==> config.mk <==
export PLATFORM = sky130hd
export DESIGN_NAME = apb_master_bridge
export DESIGN_NICKNAME = d
export VERILOG_FILES = /design/src/rtl/apb_pkg.sv /design/src/rtl/apb_master_bridge.sv
export SDC_FILE = /design/constraint.sdc
export NUM_CORES = 1
export LEC_CHECK = 0
export ABC_CLOCK_PERIOD_IN_PS = 2400
export BUFFER_PORTS_ARGS = -buffer_cell sky130_fd_sc_hd__buf_2
export CORE_MARGIN = 3
export CORE_UTILIZATION = 47
export DETAILED_ROUTE_END_ITERATION = 6
export GPL_TIMING_DRIVEN = 0
export PLACE_DENSITY = 0.8
export REMOVE_ABC_BUFFERS = 1
export SKIP_CTS_REPAIR_TIMING = 1
export SLEW_MARGIN = 20
export SYNTH_ARGS = -nofsm -noshare
export SYNTH_HDL_FRONTEND = slang
export SYNTH_SLANG_ARGS = --single-unit
==> constraint.sdc <==
create_clock -name PCLK -period 2.4 [get_ports PCLK]
set_input_delay 0.24 -clock PCLK [delete_from_list [all_inputs] [get_ports PCLK]]
set_output_delay 0.24 -clock PCLK [all_outputs]
set_load 0.03 [all_outputs]
==> src/rtl/apb_pkg.sv <==
// Shared APB definitions: bus widths, PPROT bit layout and the initiator FSM states.
package apb_pkg;

  localparam int APB_AW = 32;
  localparam int APB_DW = 32;
  localparam int APB_SW = APB_DW / 8;

  // PPROT[0]=privileged, PPROT[1]=non-secure, PPROT[2]=instruction
  typedef struct packed {
    logic instr;
    logic nonsec;
    logic priv;
  } pprot_t;

  typedef enum logic [1:0] {
    ST_IDLE,
    ST_SETUP,
    ST_ACCESS,
    ST_RESP
  } apb_state_e;

endpackage

==> src/rtl/apb_master_bridge.sv <==
// Single-outstanding APB initiator: valid/ready command in, APB SETUP/ACCESS transfer
// out, captured read data / error / wait count returned on a valid/ready response.
module apb_master_bridge
  import apb_pkg::*;
#(
  parameter int WAIT_W = 8
) (
  input  logic              PCLK,
  input  logic              PRESETn,
  input  logic              req_valid,
  output logic              req_ready,
  input  logic              req_write,
  input  logic [APB_AW-1:0] req_addr,
  input  logic [APB_DW-1:0] req_wdata,
  input  logic [APB_SW-1:0] req_strb,
  input  logic [2:0]        req_prot,
  output logic              rsp_valid,
  input  logic              rsp_ready,
  output logic [APB_DW-1:0] rsp_rdata,
  output logic              rsp_err,
  output logic [WAIT_W-1:0] rsp_wait,
  output logic              PSEL,
  output logic              PENABLE,
  output logic              PWRITE,
  output logic [APB_AW-1:0] PADDR,
  output logic [APB_DW-1:0] PWDATA,
  output logic [APB_SW-1:0] PSTRB,
  output logic [2:0]        PPROT,
  input  logic [APB_DW-1:0] PRDATA,
  input  logic              PREADY,
  input  logic              PSLVERR
);

  localparam logic [WAIT_W-1:0] WAIT_MAX = '1;

  apb_state_e        state_q, state_d;
  logic              req_ready_q, req_ready_d;
  logic              rsp_valid_q, rsp_valid_d;
  logic [APB_DW-1:0] rsp_rdata_q, rsp_rdata_d;
  logic              rsp_err_q, rsp_err_d;
  logic [WAIT_W-1:0] rsp_wait_q, rsp_wait_d;
  logic              psel_q, psel_d;
  logic              penable_q, penable_d;
  logic              pwrite_q, pwrite_d;
  logic [APB_AW-1:0] paddr_q, paddr_d;
  logic [APB_DW-1:0] pwdata_q, pwdata_d;
  logic [APB_SW-1:0] pstrb_q, pstrb_d;
  pprot_t            pprot_q, pprot_d;

  always_ff @(posedge PCLK or negedge PRESETn) begin
    if (!PRESETn) begin
      state_q     <= ST_IDLE;
      req_ready_q <= 1'b0;
      rsp_valid_q <= 1'b0;
      rsp_rdata_q <= '0;
      rsp_err_q   <= 1'b0;
      rsp_wait_q  <= '0;
      psel_q      <= 1'b0;
      penable_q   <= 1'b0;
      pwrite_q    <= 1'b0;
      paddr_q     <= '0;
      pwdata_q    <= '0;
      pstrb_q     <= '0;
      pprot_q     <= '0;
    end else begin
      state_q     <= state_d;
      req_ready_q <= req_ready_d;
      rsp_valid_q <= rsp_valid_d;
      rsp_rdata_q <= rsp_rdata_d;
      rsp_err_q   <= rsp_err_d;
      rsp_wait_q  <= rsp_wait_d;
      psel_q      <= psel_d;
      penable_q   <= penable_d;
      pwrite_q    <= pwrite_d;
      paddr_q     <= paddr_d;
      pwdata_q    <= pwdata_d;
      pstrb_q     <= pstrb_d;
      pprot_q     <= pprot_d;
    end
  end

  // Every output is a flop, so each branch sets the value the bus shows next cycle.
  always_comb begin
    state_d     = state_q;
    req_ready_d = req_ready_q;
    rsp_valid_d = rsp_valid_q;
    rsp_rdata_d = rsp_rdata_q;
    rsp_err_d   = rsp_err_q;
    rsp_wait_d  = rsp_wait_q;
    psel_d      = psel_q;
    penable_d   = penable_q;
    pwrite_d    = pwrite_q;
    paddr_d     = paddr_q;
    pwdata_d    = pwdata_q;
    pstrb_d     = pstrb_q;
    pprot_d     = pprot_q;

    case (state_q)
      ST_IDLE: begin
        req_ready_d = 1'b1;
        if (req_valid && req_ready_q) begin
          state_d     = ST_SETUP;
          req_ready_d = 1'b0;
          psel_d      = 1'b1;
          penable_d   = 1'b0;
          pwrite_d    = req_write;
          paddr_d     = req_addr;
          pprot_d     = pprot_t'(req_prot);
          pwdata_d    = req_write ? req_wdata : '0;
          pstrb_d     = req_write ? req_strb : '0;
          rsp_wait_d  = '0;
        end
      end
      ST_SETUP: begin
        state_d   = ST_ACCESS;
        penable_d = 1'b1;
      end
      ST_ACCESS: begin
        if (PREADY) begin
          state_d     = ST_RESP;
          psel_d      = 1'b0;
          penable_d   = 1'b0;
          pstrb_d     = '0;
          rsp_valid_d = 1'b1;
          rsp_rdata_d = pwrite_q ? '0 : PRDATA;
          rsp_err_d   = PSLVERR;
        end else if (rsp_wait_q != WAIT_MAX) begin
          rsp_wait_d = rsp_wait_q + 1'b1;
        end
      end
      ST_RESP: begin
        if (rsp_ready) begin
          state_d     = ST_IDLE;
          rsp_valid_d = 1'b0;
          req_ready_d = 1'b1;
        end
      end
      default: state_d = ST_IDLE;
    endcase
  end

  assign req_ready = req_ready_q;
  assign rsp_valid = rsp_valid_q;
  assign rsp_rdata = rsp_rdata_q;
  assign rsp_err   = rsp_err_q;
  assign rsp_wait  = rsp_wait_q;
  assign PSEL      = psel_q;
  assign PENABLE   = penable_q;
  assign PWRITE    = pwrite_q;
  assign PADDR     = paddr_q;
  assign PWDATA    = pwdata_q;
  assign PSTRB     = pstrb_q;
  assign PPROT     = pprot_q;

endmodule

# After elaboration in Yosys (flattened, before gate mapping)
# Cells that the tools add are included.
# word_totals
wordCells	64
latch_bits	0
ramBits	0
output_inout_bits	117
reg_bits	119
input_bits	110
rom_bits	0
memories	0
# classes
shift	0
muxes	25
add_sub_neg	1
n_reduce_logical	14
magnitude_cmp	0
n_mul	0
div	0
n_bitwise	0
n_eq_ne	9
# ops
op	n
32-bit two-way mux	2
8-bit two-way mux	3
8-bit case mux with 2 select lines	1
4-bit two-way mux	3
3-bit AND reduction	4
2-bit != test (second input constant)	5
8-bit by 1-bit adder with 8-bit output (second input constant)	1
8-bit != test (second input constant)	1
2-bit case mux with 4 select lines	1
4-bit case mux with 2 select lines	1
1-bit two-way mux	7
2-bit two-way mux	3
1-bit case mux with 2 select lines	3
2-bit AND reduction	3
2-bit nonzero test	3
2-bit == test (second input constant)	2
4-bit AND reduction	1
1-bit case mux with 3 select lines	1
3-bit nonzero test	1
2-bit by 1-bit == test with 1-bit output (second input constant)	1
2-bit logical NOT	1
1-bit logical AND	1

# Logic depth before layout (Yosys ltp)
# Gate-level depths: netlist (run 1).
# logic_depth
ltp_word	4
depth_mapped	7
mapped_depth_nobuf	6

# Worst setup path before layout (run 1)
# Ideal clock, no wire load.
# synth_timing
path_type	register to register
startpoint	reg rsp_wait_q[0], in the netlist rsp_wait[0]
endpoint	reg rsp_wait_q[0], in the netlist rsp_wait[0]
synth_period_minus_slack_ns	1.870
stages_incl_launch_ff	7
setup_ns	0.125
path_slack_ns	0.530
arrival_time_ns	1.745
t_required_ns	2.275
n_path_buf	1
path_cell_list	dfrtp_1 ha_1 nand3_2 nor3_1 or3_1 buf_2 mux2_4
# synth_via
elab_chain_len	4
elab_cells_between_ends	7
cone_classes	1 x add/sub; 2 x eq/ne; 3 x mux; 1 x reduce/logical
# synth_lines
element	line	text
from (decl)	apb_master_bridge.sv:41	logic [WAIT_W-1:0] rsp_wait_q, rsp_wait_d;
from (signal assigned)	apb_master_bridge.sv:71	rsp_wait_q <= rsp_wait_d;
8-bit by 1-bit adder with 8-bit output	apb_master_bridge.sv:128	rsp_wait_d = rsp_wait_q + 1'b1;
8-bit two-way mux	apb_master_bridge.sv:127	end else if (rsp_wait_q != WAIT_MAX) begin
8-bit two-way mux	apb_master_bridge.sv:119	if (PREADY) begin
8-bit case mux with 2 select lines	apb_master_bridge.sv:98	case (state_q)
# Several ways; a longest one is shown, not always the timed one. The select of a mux whose other input is x is not followed.
# A chain may end at the register's enable or synchronous reset.

# Worst setup path in the final report (run 1)
# layout_timing
startpoint	reg state_q[0]
endpoint	reg rsp_wait_q[0], in the netlist rsp_wait[0]
# layout_via
elab_chain_len	3
elab_cells_between_ends	8
cone_classes	4 x eq/ne; 1 x mux; 3 x reduce/logical
# layout_lines
element	line	text
from (decl)	apb_master_bridge.sv:36	apb_state_e state_q, state_d;
from (signal assigned)	apb_master_bridge.sv:66	state_q <= state_d;
2-bit == test / 2-bit logical NOT (equally long branches)	apb_master_bridge.sv:98	
2-bit != test (no source line) / 2-bit nonzero test (equally long branches)	n/a	
4-bit AND reduction (no source line)	n/a	
# Several ways; a longest one is shown, not always the timed one.

==> impl_metrics.yaml, run 1 <==
run_status:
  status: "complete, but fails checks"
  violations: "hold timing"
synthesis:
  ys_warn_count: 0
  synth-xor-area-share_pct: 0
  avgSynthCellArea_sq_um: 10.92
  synthCells: 449
  ys_types: 38
  synth_mux_area_share_pct: 9.467
  yosys.area_share.adder_pct: 1.276
  synth-seq-cells: 119
  synthSimpleGateAreaFrac_pct: 14.70
  synthArstFlopShare_pct: 100.0
  seq_area_frac_synth_pct: 60.73
  synth.cell_area_sq_mm: 0.004903
  synth_top_family_by_area: "simple AND/OR/NAND/NOR gates"
  synth-edff-count: 0
  ys.flop_type: "dfrtp_1"
  synth_compound_area_share_pct: 11.00
cells_and_area:
  nFillCells: 627
  layout_commonest_cell: "buf_2"
  areaGrowthSynthToFinish_pct: 53.94
  nNetsFinal: 865
  drive_above_1_share_pct: 39.97
  final_cell_mix: "buf_2, dfrtp_1, nand2_1, dlygate4sd3_1, o21ai_0"
timing:
  finalClockSkew_ns: 0.01456
  min_period_ns: 2.138
  final.period_utilization_pct: 89.09
  worstMarginPinSlew_ns: 0.8352
  setup_violations: 0
  max-slew-margin-rel_pct: 44.32
  rsz0062_at_grt: "no"
  whs_ns: -0.02255
  fmax_ghz: 0.4677
  hold_viol_final: 9
  drv_slew: 0
pwr:
  power.total_w: 0.01083
  net-switching-power_w: 0.004850
  power_density_mw_per_mm2: 1434
  combPwrFrac_pct: 45.4
  p_sw_share_pct: 44.80
  pwr-share-seq_pct: 32.7
  p_int_w: 0.005976
  leakagePower_nw: 3.845
  p_clk_share_pct: 21.9
  vdd_ir_drop_max_uv: 871.8
setup_path:
  slowest_delay_ns: 0.45
  path_class: "flip-flop to flip-flop"
  arrival_ns: 2.53
  cp-end-kind: "flip-flop"
  crit_family: "simple AND/OR/NAND/NOR gates"
  path_buf_inv: 1
  rr_worst_depth: 6
  required_ns: 2.79
  critical_path.max_fanout: 18
  crit_path_start_kind: "flip-flop"
  cp.depth: 6
  slowest_stage: "or3_1"
  crit_chain: "inv_1, ha_2, nand2_2, o21ai_1, or3_1, mux2_4"
placement:
  place_congestion: 0.8364
  dp_hpwl_um: 9190
  portBuffers: 226
worst_hold_path:
  holdPathStages: 3
  hp-class: "input pin to flip-flop"
floorplan:
  core_area_sq_mm: 0.009955
  floorplan.initialDensity_pct: 49.26
  num_rows: 36
  die_x_um: 108.1
  num_io_pins: 227
  die_h_um: 108.1
  die-area_sq_mm: 0.01169
global_route:
  grt_pass1_vias: 4154
  grt_max_degree: 80
  overflow: 0
  antenna_found_initial: 1
  grt_pass1_wl_um: 20130
  grt_usage_pct: 22.10
route:
  num_vias: 4680
  drtIter0Drc: 343
  vias_per_cell: 5.206
  drt_wl_total_um: 16370
  drc: 0
  drtAntennaViolNets: 0
  firstDrtPassIters: 5
  wl_per_cell_um: 18.21
cts:
  htree_num_levels: 4
  cts_buffers: 17
  clock-sinks: 119
  cts_root_buffer: "clkbuf_8"
  cts_tree: "done"
  clkSlewWorstSetupHoldPaths_ns: 0.06
  clock_latency_ns: 0.51
  cts_buffer_depth: 2
job:
  cap_violations: 0
registers in the layout, indices dropped and copies added, names as in the netlist:
signal / count
PADDR: 32
rsp_wait: 8
PSTRB: 4
rsp_err: 1
req_ready: 1
PWRITE: 1
PWDATA: 32
PPROT: 3
state_q: 2
rsp_valid: 1
rsp_rdata: 32
PSEL: 1
PENABLE: 1
per-layer routing:
layer	wire (um)	vias up	GRT usage, %
met5	0	-	0
met4	548	0	8.927
li1	-	2125	-
met3	1063	52	6.925
met1	5604	2272	25.61
met2	9156	231	38.14
final cells by class:
cell class | instances | area [sq um] | area share [%]
Clock buffer | 20 | 455.4 | 6.033
Sequential cell | 119 | 2978 | 39.45
Tap cell | 133 | 166.4 | 2.205
Timing Repair Buffer | 308 | 1996 | 26.44
Multi-Input combinational cell | 296 | 1814 | 24.03
Antenna cell | 3 | 7.507 | 0.09945
Inverter | 8 | 30.03 | 0.3978
Clock inverter | 12 | 101.3 | 1.343
metrics by stage:
step | cell area [sq um] | TNS, ns | instances | setup slack (ns) | utilization [%]
2_1_floorplan | 4795 | -88.36 | 422 | -1.390 | -
3_3_place_gp | 6092 | -208.07 | 781 | -2.539 | 61.20
3_5_place_dp | 6181 | 0 | 784 | 0.1093 | 62.09
4_1_cts | 6738 | 0 | 816 | 0.09422 | 67.68
5_1_grt | 7543 | 0 | 897 | 0.1581 | 75.78
6_report | 7548 | 0 | 899 | 0.2619 | 75.83
cells in the mapped netlist (2+ instances only):
master | n | area share, %
a21oi_1 | 4 | 0.41
a22o_1 | 7 | 1.3
a31oi_1 | 2 | 0.26
buf_1 | 4 | 0.31
buf_2 | 6 | 0.61
clkbuf_1 | 17 | 1.3
dfrtp_1 | 119 | 61
ha_1 | 5 | 1.3
inv_1 | 7 | 0.54
mux2_1 | 5 | 1.1
mux2_2 | 34 | 7.8
nand2_1 | 101 | 7.7
nand2b_1 | 36 | 4.6
nand3_1 | 6 | 0.61
nor2_1 | 2 | 0.15
nor3_1 | 2 | 0.20
o21ai_0 | 48 | 4.9
o21ai_1 | 22 | 2.2
o22ai_1 | 2 | 0.26
o2bb2ai_1 | 2 | 0.36
power groups by stage:
stage	Sequential [W]	Combinational [W]	Clock, W
after floorplan	0.00518	0.00144	0
after global placement	0.00342	0.00457	0
after detailed placement	0.00348	0.00469	0
after CTS	0.00347	0.00470	0.00238
after global routing	0.00364	0.00525	0.00250
final	0.00354	0.00492	0.00237
kinds of logic after synthesis:
kind of cell / after synthesis
AND/OR/NAND/NOR: 155
flip-flops: 119
AO/OA/AOI/OAI: 94
multiplexers: 41
buffers and inverters: 35
adder cells (fa/ha/maj): 5
worst paths after layout:
check | from | endpoint | slack (ns)
worst max register to register | state_q[0] | rsp_wait[0] | 0.26
worst max-delay path | state_q[0] | rsp_wait[0] | 0.26
max in group asynchronous | PRESETn | rsp_rdata[20] | 1.48
min in group asynchronous | PRESETn | PWDATA[7] | 0.21
worst min-delay path | req_wdata[19] | PWDATA[19] | -0.02
worst min register to register | rsp_rdata[5] | rsp_rdata[5] | 0.48
worst reg2reg max path, cell delays in order (launching register included):
cell and delay [ns]:
dfrtp_1 0.39, inv_1 0.09, ha_2 0.30, nand2_2 0.30
o21ai_1 0.16, or3_1 0.45, mux2_4 0.33
No activity file was read; power rests on OpenSTA's default activity.
==> run 2: changes to the inputs <==
--- a/config.mk
+++ b/config.mk
@@ -11,8 +11,8 @@
 export CORE_UTILIZATION = 47
 export DETAILED_ROUTE_END_ITERATION = 6
 export GPL_TIMING_DRIVEN = 0
-export PLACE_DENSITY = 0.8
-export REMOVE_ABC_BUFFERS = 1
+export HOLD_SLACK_MARGIN = 0.08
+export PLACE_DENSITY = 0.79
 export SKIP_CTS_REPAIR_TIMING = 1
 export SLEW_MARGIN = 20
 export SYNTH_ARGS = -nofsm -noshare
==> run 2 against run 1 <==
The flow now finishes without violations. Combinational power up 3%. Total power rose by 1.6%. Sequential power down 1%. Critical path type unchanged. Flip-flop and latch count unchanged. Global-route usage grew 1.3 points. Fmax shrank 2.9%.
==> impl_metrics.yaml, run 2 (same netlist as run 1, synthesis figures left out) <==
pwr:
  vdd_ir_drop_max_uv: 740.0
  power.total_w: 0.01100
  leakagePower_nw: 3.975
  power_density_mw_per_mm2: 1402
floorplan:
  num_io_pins: 227
  die_h_um: 108.1
  die-area_sq_mm: 0.01169
  die_x_um: 108.1
  num_rows: 36
  core_area_sq_mm: 0.009955
  floorplan.initialDensity_pct: 49.26
global_route:
  met2_usage_pct: 39.61
  grt_busiest_layer: "met2"
  grtUsageMet1_pct: 28.24
  grt_pass1_vias: 4375
  grt_max_degree: 78
  use_met3_pct: 6.806
  antenna_found_initial: 0
  overflow: 0
  grt_usage_pct: 23.45
  grt_pass1_wl_um: 21130
cts:
  htree_num_levels: 4
  cts_buffer_depth: 2
  cts_tree: "done"
  cts_buffers: 17
  cts_root_buffer: "clkbuf_8"
  clock_latency_ns: 0.51
  clock-sinks: 119
  clkSlewWorstSetupHoldPaths_ns: 0.06
route:
  drtAntennaViolNets: 0
  drtIter0Drc: 364
  wl_per_cell_um: 18.44
  vias_per_cell: 5.169
  drc: 0
  firstDrtPassIters: 5
  num_vias: 4880
  drt_wl_total_um: 17410
setup_path:
  crit_path_start_kind: "flip-flop"
  required_ns: 2.78
  slowest_delay_ns: 0.40
  critical_path.max_fanout: 10
  path_class: "flip-flop to flip-flop"
  cp-end-kind: "flip-flop"
  crit_chain: "inv_1, ha_1, nand3_1, buf_2, buf_2, mux2_1"
  arrival_ns: 2.59
  critPathMostFrequentCell: "buf_2"
  slowest_stage: "dfrtp_1"
timing:
  min_period_ns: 2.202
  drv_slew: 0
  final.period_utilization_pct: 91.73
  hold_viol_final: 0
  fmax_ghz: 0.4542
  setup_violations: 0
  max-slew-margin-rel_pct: 66.28
  rsz0062_at_grt: "no"
  finalClockSkew_ns: 0.009358
  worstMarginPinSlew_ns: 0.5058
  setup_ws_ns: 0.1984
run_status:
  status: "completed"
cells_and_area:
  nNetsFinal: 915
  fin_cells: 944
  num_antenna_cells: 0
  layout_commonest_cell: "buf_2"
  areaGrowthSynthToFinish_pct: 60.12
  final_cell_mix: "buf_2, dfrtp_1, dlygate4sd3_1, nand2_1, o21ai_0"
  fin_util_pct: 78.87
  drive_above_1_share_pct: 37.11
worst_hold_path:
  hp-class: "input pin to flip-flop"
placement:
  place_congestion: 0.8447
  placedCellCount: 808
  portBuffers: 225
  preCtsSetupSlack_ns: 0.2519
  dp_hpwl_um: 10320
synthesis:
  synth.net_count: 564
job:
  cap_violations: 0
## run 2: changes by cell type in the layout (fill, tap and decap cells not counted), sizes merged
cell	delta
buf	+7
bufinv	+1
clkbuf	+18
clkinv	-2
clkinvlp	-1
diode	-3
dlygate4sd3	+27
inv	-1
nand3	-1
## run 2: layout make-up
type	count	area, sq um
well taps	133	166.4
inverters	8	30.03
flip-flops and latches	119	2978
plain buffers	27	108.9
clock buffers	21	459.2
multi-input cells	295	1787
clock inverters	9	101.3
fillers	594	2103
repair buffers	332	2221
## run 2: final timing paths
path,from,endpoint,slack (ns),cells after the start
min,req_write,PWDATA[0],0.13,3
min in group asynchronous,PRESETn,PADDR[0],0.20,2
min reg2reg,rsp_rdata[5],rsp_rdata[5],0.47,2
max in group asynchronous,PRESETn,PWDATA[27],1.47,3
max reg2reg,state_q[0],PADDR[29],0.20,6
max,state_q[0],PADDR[29],0.20,6
## run 2: power breakdown
part	internal (W)	leakage, nW	switching, W
Combinational	0.00165	2.19	0.00343
Clock	0.00154	0.279	0.000887
Sequential	0.00291	1.51	0.000579
Total	0.00611	3.98	0.00490
## run 2: worst max-delay path, delay by kind of cell (launching register included)
family / cells / cell delay [ns]
flops: 1 / 0.40
simple gates: 1 / 0.34
fa+ha+maj: 1 / 0.26
mux: 1 / 0.37
buf+inv: 3 / 0.69
## run 2: per-stage QoR
stage               hold WS, ns  setup TNS [ns]  cell area, sq um
detailed placement       0.1865               0              6230
global route             0.1331               0              7851
global placement         0.4515          -32.49              6196
CTS                     -0.3649               0              6790
floorplan              -0.05559               0              4903
finish                   0.1333               0              7851
## run 2: metal layers
metal | routed length (um) | share of wire, %
met5 | 0 | 0
met4 | 620 | 3.6
met3 | 1091 | 6.3
met2 | 9278 | 53
met1 | 6422 | 37
